--- config.mk ---
export PLATFORM = sky130hd
export DESIGN_NAME = ctltouart
export DESIGN_NICKNAME = d
export VERILOG_FILES = /design/src/rtl/dbgproto_pkg.sv /design/src/rtl/nibbletohex.sv /design/src/rtl/ctltouart.sv
export SDC_FILE = /design/constraint.sdc
export NUM_CORES = 1
export LEC_CHECK = 0
export ABC_AREA = 1
export CELL_PAD_IN_SITES_DETAIL_PLACEMENT = 1
export CELL_PAD_IN_SITES_GLOBAL_PLACEMENT = 1
export CORE_MARGIN = 3
export CORE_UTILIZATION = 39
export DETAILED_ROUTE_END_ITERATION = 8
export PLACE_DENSITY = 0.92
export RECOVER_POWER = 50
export SLEW_MARGIN = 20
export SYNTH_ARGS = -nofsm -noshare
export SYNTH_HDL_FRONTEND = slang
export SYNTH_SLANG_ARGS = --single-unit
export TNS_END_PERCENT = 5
--- constraint.sdc ---
create_clock -name clk -period 3.45 [get_ports clk]
set_input_delay 0.345 -clock clk [delete_from_list [all_inputs] [get_ports clk]]
set_output_delay 0.345 -clock clk [all_outputs]
set_load 0.05 [all_outputs]
--- src/rtl/dbgproto_pkg.sv ---
// Shared debug control byte protocol definitions.
// Both the encoder and the decoder import this package so they agree on byte values.
package dbgproto_pkg;

    localparam logic [7:0] CH_HALT  = 8'h68;
    localparam logic [7:0] CH_START = 8'h67;
    localparam logic [7:0] CH_STEP  = 8'h73;
    localparam logic [7:0] CH_CYCLE = 8'h63;
    localparam logic [7:0] CH_RESET = 8'h72;
    localparam logic [7:0] CH_PRINT = 8'h70;
    localparam logic [7:0] CH_WRITE = 8'h77;
    localparam logic [7:0] CH_COLON = 8'h3A;

    localparam int WR_FRAME_LEN = 19;

    typedef enum logic [2:0] {
        CMD_HALT  = 3'd0,
        CMD_START = 3'd1,
        CMD_STEP  = 3'd2,
        CMD_CYCLE = 3'd3,
        CMD_RESET = 3'd4,
        CMD_PRINT = 3'd5
    } cmd_code_e;

    typedef enum logic [2:0] {
        ST_IDLE,
        ST_LOAD,
        ST_SEND,
        ST_WAITHI,
        ST_WAITLO
    } state_e;

    function automatic logic cmd_is_valid(input logic [2:0] code);
        return code <= 3'd5;
    endfunction

    // Codes 6 and 7 have no byte; they are dropped before reaching the line.
    function automatic logic [7:0] cmd_to_char(input logic [2:0] code);
        logic [7:0] ch;
        case (code)
            CMD_HALT:  ch = CH_HALT;
            CMD_START: ch = CH_START;
            CMD_STEP:  ch = CH_STEP;
            CMD_CYCLE: ch = CH_CYCLE;
            CMD_RESET: ch = CH_RESET;
            CMD_PRINT: ch = CH_PRINT;
            default:   ch = 8'h00;
        endcase
        return ch;
    endfunction

endpackage

--- src/rtl/nibbletohex.sv ---
// Combinational 4-bit to lowercase ASCII hex digit converter.
module nibbletohex (
    input  logic [3:0] nibble,
    output logic [7:0] ascii
);

    always_comb begin
        if (nibble < 4'd10) begin
            ascii = 8'h30 + {4'h0, nibble};
        end else begin
            ascii = 8'h57 + {4'h0, nibble};
        end
    end

endmodule

--- src/rtl/ctltouart.sv ---
// Debug control command encoder: serialises commands and program writes into
// ASCII bytes and paces them through the uarttx char/txen/busy handshake.
module ctltouart
    import dbgproto_pkg::*;
#(
    parameter logic [7:0] EOL = 8'h0A
) (
    input  logic        clk,
    input  logic        n_rst,
    input  logic        cmd_valid,
    input  logic [2:0]  cmd_code,
    output logic        cmd_ready,
    input  logic        wr_valid,
    input  logic [31:0] wr_addr,
    input  logic [31:0] wr_data,
    output logic        wr_ready,
    input  logic        uartbusy,
    output logic [7:0]  charout,
    output logic        uarttxen,
    output logic        busy
);

    state_e      state_q, state_d;
    logic [4:0]  idx_q, idx_d;
    logic [2:0]  code_q, code_d;
    logic [31:0] addr_q, addr_d;
    logic [31:0] data_q, data_d;
    logic        is_wr_q, is_wr_d;
    logic [7:0]  charout_q, charout_d;

    logic [63:0] addr_data;
    logic [3:0]  nib_sel;
    logic [3:0]  nibble;
    logic [7:0]  hex_char;
    logic [7:0]  frame_char;
    logic        last_byte;

    // Bytes 1..8 carry address nibbles, 10..17 data nibbles; skip the ':' slot.
    always_comb begin
        addr_data = {addr_q, data_q};
        if (idx_q < 5'd10) begin
            nib_sel = idx_q[3:0] - 4'd1;
        end else begin
            nib_sel = idx_q[3:0] - 4'd2;
        end
        nibble = addr_data[{~nib_sel, 2'b11} -: 4];
    end

    nibbletohex u_nibbletohex (
        .nibble (nibble),
        .ascii  (hex_char)
    );

    always_comb begin
        frame_char = hex_char;
        if (!is_wr_q) begin
            frame_char = cmd_to_char(code_q);
        end else begin
            case (idx_q)
                5'd0:    frame_char = CH_WRITE;
                5'd9:    frame_char = CH_COLON;
                5'd18:   frame_char = EOL;
                default: frame_char = hex_char;
            endcase
        end
        last_byte = is_wr_q ? (idx_q == 5'(WR_FRAME_LEN - 1)) : 1'b1;
    end

    always_comb begin
        state_d   = state_q;
        idx_d     = idx_q;
        code_d    = code_q;
        addr_d    = addr_q;
        data_d    = data_q;
        is_wr_d   = is_wr_q;
        charout_d = charout_q;
        case (state_q)
            ST_IDLE: begin
                if (cmd_valid) begin
                    code_d  = cmd_code;
                    is_wr_d = 1'b0;
                    idx_d   = 5'd0;
                    state_d = ST_LOAD;
                end else if (wr_valid) begin
                    addr_d  = wr_addr;
                    data_d  = wr_data;
                    is_wr_d = 1'b1;
                    idx_d   = 5'd0;
                    state_d = ST_LOAD;
                end
            end
            ST_LOAD: begin
                if (!is_wr_q && !cmd_is_valid(code_q)) begin
                    state_d = ST_IDLE;
                end else begin
                    charout_d = frame_char;
                    state_d   = ST_SEND;
                end
            end
            ST_SEND: begin
                state_d = ST_WAITHI;
            end
            ST_WAITHI: begin
                if (uartbusy) begin
                    state_d = ST_WAITLO;
                end
            end
            ST_WAITLO: begin
                if (!uartbusy) begin
                    if (last_byte) begin
                        state_d = ST_IDLE;
                    end else begin
                        idx_d   = idx_q + 5'd1;
                        state_d = ST_LOAD;
                    end
                end
            end
            default: begin
                state_d = ST_IDLE;
            end
        endcase
    end

    always_ff @(posedge clk or negedge n_rst) begin
        if (!n_rst) begin
            state_q   <= ST_IDLE;
            idx_q     <= 5'd0;
            code_q    <= 3'd0;
            addr_q    <= 32'h0;
            data_q    <= 32'h0;
            is_wr_q   <= 1'b0;
            charout_q <= 8'h00;
        end else begin
            state_q   <= state_d;
            idx_q     <= idx_d;
            code_q    <= code_d;
            addr_q    <= addr_d;
            data_q    <= data_d;
            is_wr_q   <= is_wr_d;
            charout_q <= charout_d;
        end
    end

    assign cmd_ready = (state_q == ST_IDLE);
    assign wr_ready  = (state_q == ST_IDLE);
    assign busy      = (state_q != ST_IDLE);
    assign uarttxen  = (state_q == ST_SEND);
    assign charout   = charout_q;

endmodule

==> run_results.csv, run 1 <==
group,metric,value,unit
critical_path,crit_end,"charout[2]",
critical_path,worstPathRequired,3.66,ns
cells_and_area,fill_cells,1358,
yosys,synth.avg_cell_area,7.97,µm²
yosys,synth_area,4480,µm²
power,power_density,1070,nW/µm²
cells_and_area,fin_util,0.513,
yosys,ys_ff_latch,83,
critical_path,reg2regPathDepth,16,
critical_path,cp_num_cells,16,
floorplan,rows,38,
cts,clockBufferDepth,2,
yosys,syn-num-nets,643,
floorplan,boundaryPins,84,
sta,setup_viol,0,
critical_path,rr_startpoint,"idx_q[0]",
global_routing,grt_usage,0.218,
cts,holdBufCountCts,0,
critical_path,critPathMaxFanout,16,
power,ir_worst_vdd,0.410,mV
critical_path,reg2reg_slack,0.33,ns
sta,rsz0062_at_grt,"no",
route,vias,4047,
cts,clock-sinks,83,
cts,clk_latency,0.34,ns
critical_path,crit_path_max_incr_delay,0.51,ns
sta,drv_slew,84,
route,drt-pass1-iter-count,4,
power,p_leak,2.66,nW
route,wire_per_inst,17.7,µm
floorplan,start_util,0.406,
critical_path,worstSetupStartpointType,"flip-flop",
cells_and_area,multiInputGateArea,1960,µm²
cells_and_area,layout.nets,716,
cells_and_area,num_antenna_cells,0,
global_routing,grt_pass1_wl,22500,µm
hold_path,min_path_type,"reg2reg",
yosys,ys_types,34,
critical_path,critPathBufInv,4,
floorplan,die_h,113,µm
cells_and_area,area.growth.synth_to_final,26.3,%
cts,postCtsSetupBuffers,0,
critical_path,path_delay_family,"simple AND/OR/NAND/NOR gates",
sta,period_share,0.905,
cts,path_clk_slew,0.06,ns
yosys,seq_area_frac_synth,0.464,
route,via_per_inst,5.20,
global_routing,use_met1,0.266,
cts,ctsResizeCount,0,
route,drc_errors,0,
route,drtIter0Drc,299,
cells_and_area,final_cell_mix,"nand2_1, dfrtp_1, clkdlybuf4s50_1",
outcome,status,"finished, violations left",
cells_and_area,seq_area,2080,µm²
sta,worst_slew_margin_rel,-0.371,
cts,cts_root_buf,"clkbuf_16",
sta,setup-tns-final,0,ns
placement,placedCellCount,764,
critical_path,cp_cell_sequence,"inv_1 -> ha_1 -> inv_1 -> o21ai_4 -> o211ai_1 -> nand3_1 -> nand3_1 -> nand2_1 -> inv_1 -> ha_1 -> inv_1 -> nor2_2 -> nor2_1 -> nand3_1 -> nand3_1 -> a21oi_1",
yosys,synth_warnings,0,
sta,tightest_slew,2.06,ns
critical_path,arrival,3.34,ns
global_routing,use_met2,0.405,
cts,cts_made_buffers,9,
floorplan,die_w,113,µm
critical_path,critPathSlowestCell,"dfrtp_1",
global_routing,grt_pass1_vias,4373,
cells_and_area,fin_cells,779,
sta,fin_skew,0.00889,ns
job,maxCapViolCount,1,
cts,h-tree-depth,3,
cells_and_area,layout_commonest_cell,"nand2_1",
global_routing,grt_max_degree,113,
placement,gp_congestion,0.862,
global_routing,globalRoute.busiestLayer,"met2",
cells_and_area,drive_above_1_share,0.0814,
floorplan,dieArea,12800,µm²
route,drtAntennaViolNets,0,
placement,port_buffers,82,
critical_path,cp-end-kind,"flip-flop",
sta,max_freq,0.320,GHz
global_routing,grt_overflow,0,
placement,hpwl,9040,µm
yosys,synth_cells,562,
sta,min_period,3.12,ns
outcome,violations,"capacitance limit, slew limit",
critical_path,critPathKind,"reg2reg",
cts,cts_tree,"built",
critical_path,crit_start,"idx_q[0]",
sta,hold_violations,0,
global_routing,grtUsageMet3,0.0321,
route,finalWirelength,13800,µm
global_routing,antenna_found_initial,0,
critical_path,r2r_end,"charout[2]",
floorplan,core_area,11000,µm²
-- registers in the layout, indices dropped and copies added, names as in the netlist --
register / count
addr_q: 32
charout: 7
code_q: 3
data_q: 32
idx_q: 5
is_wr_q: 1
state_q: 3
-- per-stage QoR --
stage	setup WS (ns)	hold WS, ns	total power [mW]	cell area, µm²
detailed placement	0.524	0.470	4.87	5340
global route	0.105	0.511	6.54	5660
CTS	0.411	0.243	6.08	5660
finish	0.328	0.479	6.07	5660
global placement	0.725	0.465	4.65	5340
floorplan	0.706	0.0494	4.04	4480
-- where the power goes --
part | leakage (nW) | total (mW) | internal, mW | switching [mW]
logic | 1.50 | 3.37 | 1.08 | 2.29
registers | 1.02 | 1.67 | 1.42 | 0.246
clock network | 0.144 | 1.03 | 0.631 | 0.404
total | 2.66 | 6.07 | 3.13 | 2.94
-- worst min path at each step --
stage               start    endpoint  slack, ns  depth (start not counted)
5_1_grt        charout[3]  charout[3]       0.51                          2
6_report       charout[3]  charout[3]       0.48                          2
4_1_cts             n_rst  state_q[1]       0.24                          1
2_1_floorplan       n_rst   addr_q[0]       0.05                          0
3_3_place_gp   data_q[23]  data_q[23]       0.47                          2
3_5_place_dp   charout[3]  charout[3]       0.47                          2
-- cells by family after synthesis --
family                   after synthesis  share of synthesized area
buffers and inverters                101                      0.100
multiplexers                           1                    0.00252
adder cells (fa/ha/maj)                9                     0.0252
XOR/XNOR                               4                    0.00783
flip-flops                            83                      0.464
AO/OA/AOI/OAI                         93                      0.124
AND/OR/NAND/NOR                      270                      0.276
other                                  1                   0.000838
-- final cells by class --
type                    count  area share
flip-flops and latches     83       0.367
multi-input cells         378       0.346
well taps                 140      0.0310
clock buffers               9      0.0398
repair buffers             84       0.147
inverters                  79      0.0524
clock inverters             6      0.0162
-- worst register-to-register path: cells and delay by family (launching register included) --
kind            cells  cell delay (ns)
buf+inv             4             0.51
flops               1             0.51
fa+ha+maj           2             0.59
compound gates      3             0.68
simple gates        7             0.73
-- Yosys cell counts (all sizes together) --
cell type / number / area, µm²
o211ai: 16 / 120
nor2: 25 / 96.4
nor3: 5 / 25.0
dfrtp: 83 / 2080
mux2: 1 / 11.3
nand3: 58 / 320
nand4: 1 / 6.26
inv: 78 / 293
a21oi: 9 / 48.8
a31oi: 5 / 31.3
ha: 9 / 113
nand2: 179 / 775
conb: 1 / 3.75
clkbuf: 6 / 22.5
nor3b: 1 / 7.51
nor4: 1 / 6.26
o31ai: 1 / 7.51
buf: 16 / 129
o22ai: 1 / 6.26
xor2: 3 / 26.3
o21ai: 61 / 339
clkinv: 1 / 3.75
xnor2: 1 / 8.76
-- layer usage --
metal  vias up  wire length [µm]
met2       105              7330
met1      1992              5720
met4         0               208
li1       1929                 -
met5         -                 0
met3        21               493
No activity file was read; power rests on OpenSTA's default activity.
==> run 2, diff against run 1 <==
--- a/config.mk
+++ b/config.mk
@@ -6,6 +6,7 @@
 export NUM_CORES = 1
 export LEC_CHECK = 0
 export ABC_AREA = 1
+export CAP_MARGIN = 20
 export CELL_PAD_IN_SITES_DETAIL_PLACEMENT = 1
 export CELL_PAD_IN_SITES_GLOBAL_PLACEMENT = 1
 export CORE_MARGIN = 3
==> results of run 2 <==
The final DEF is identical to that of run 1; final timing and power are the same.
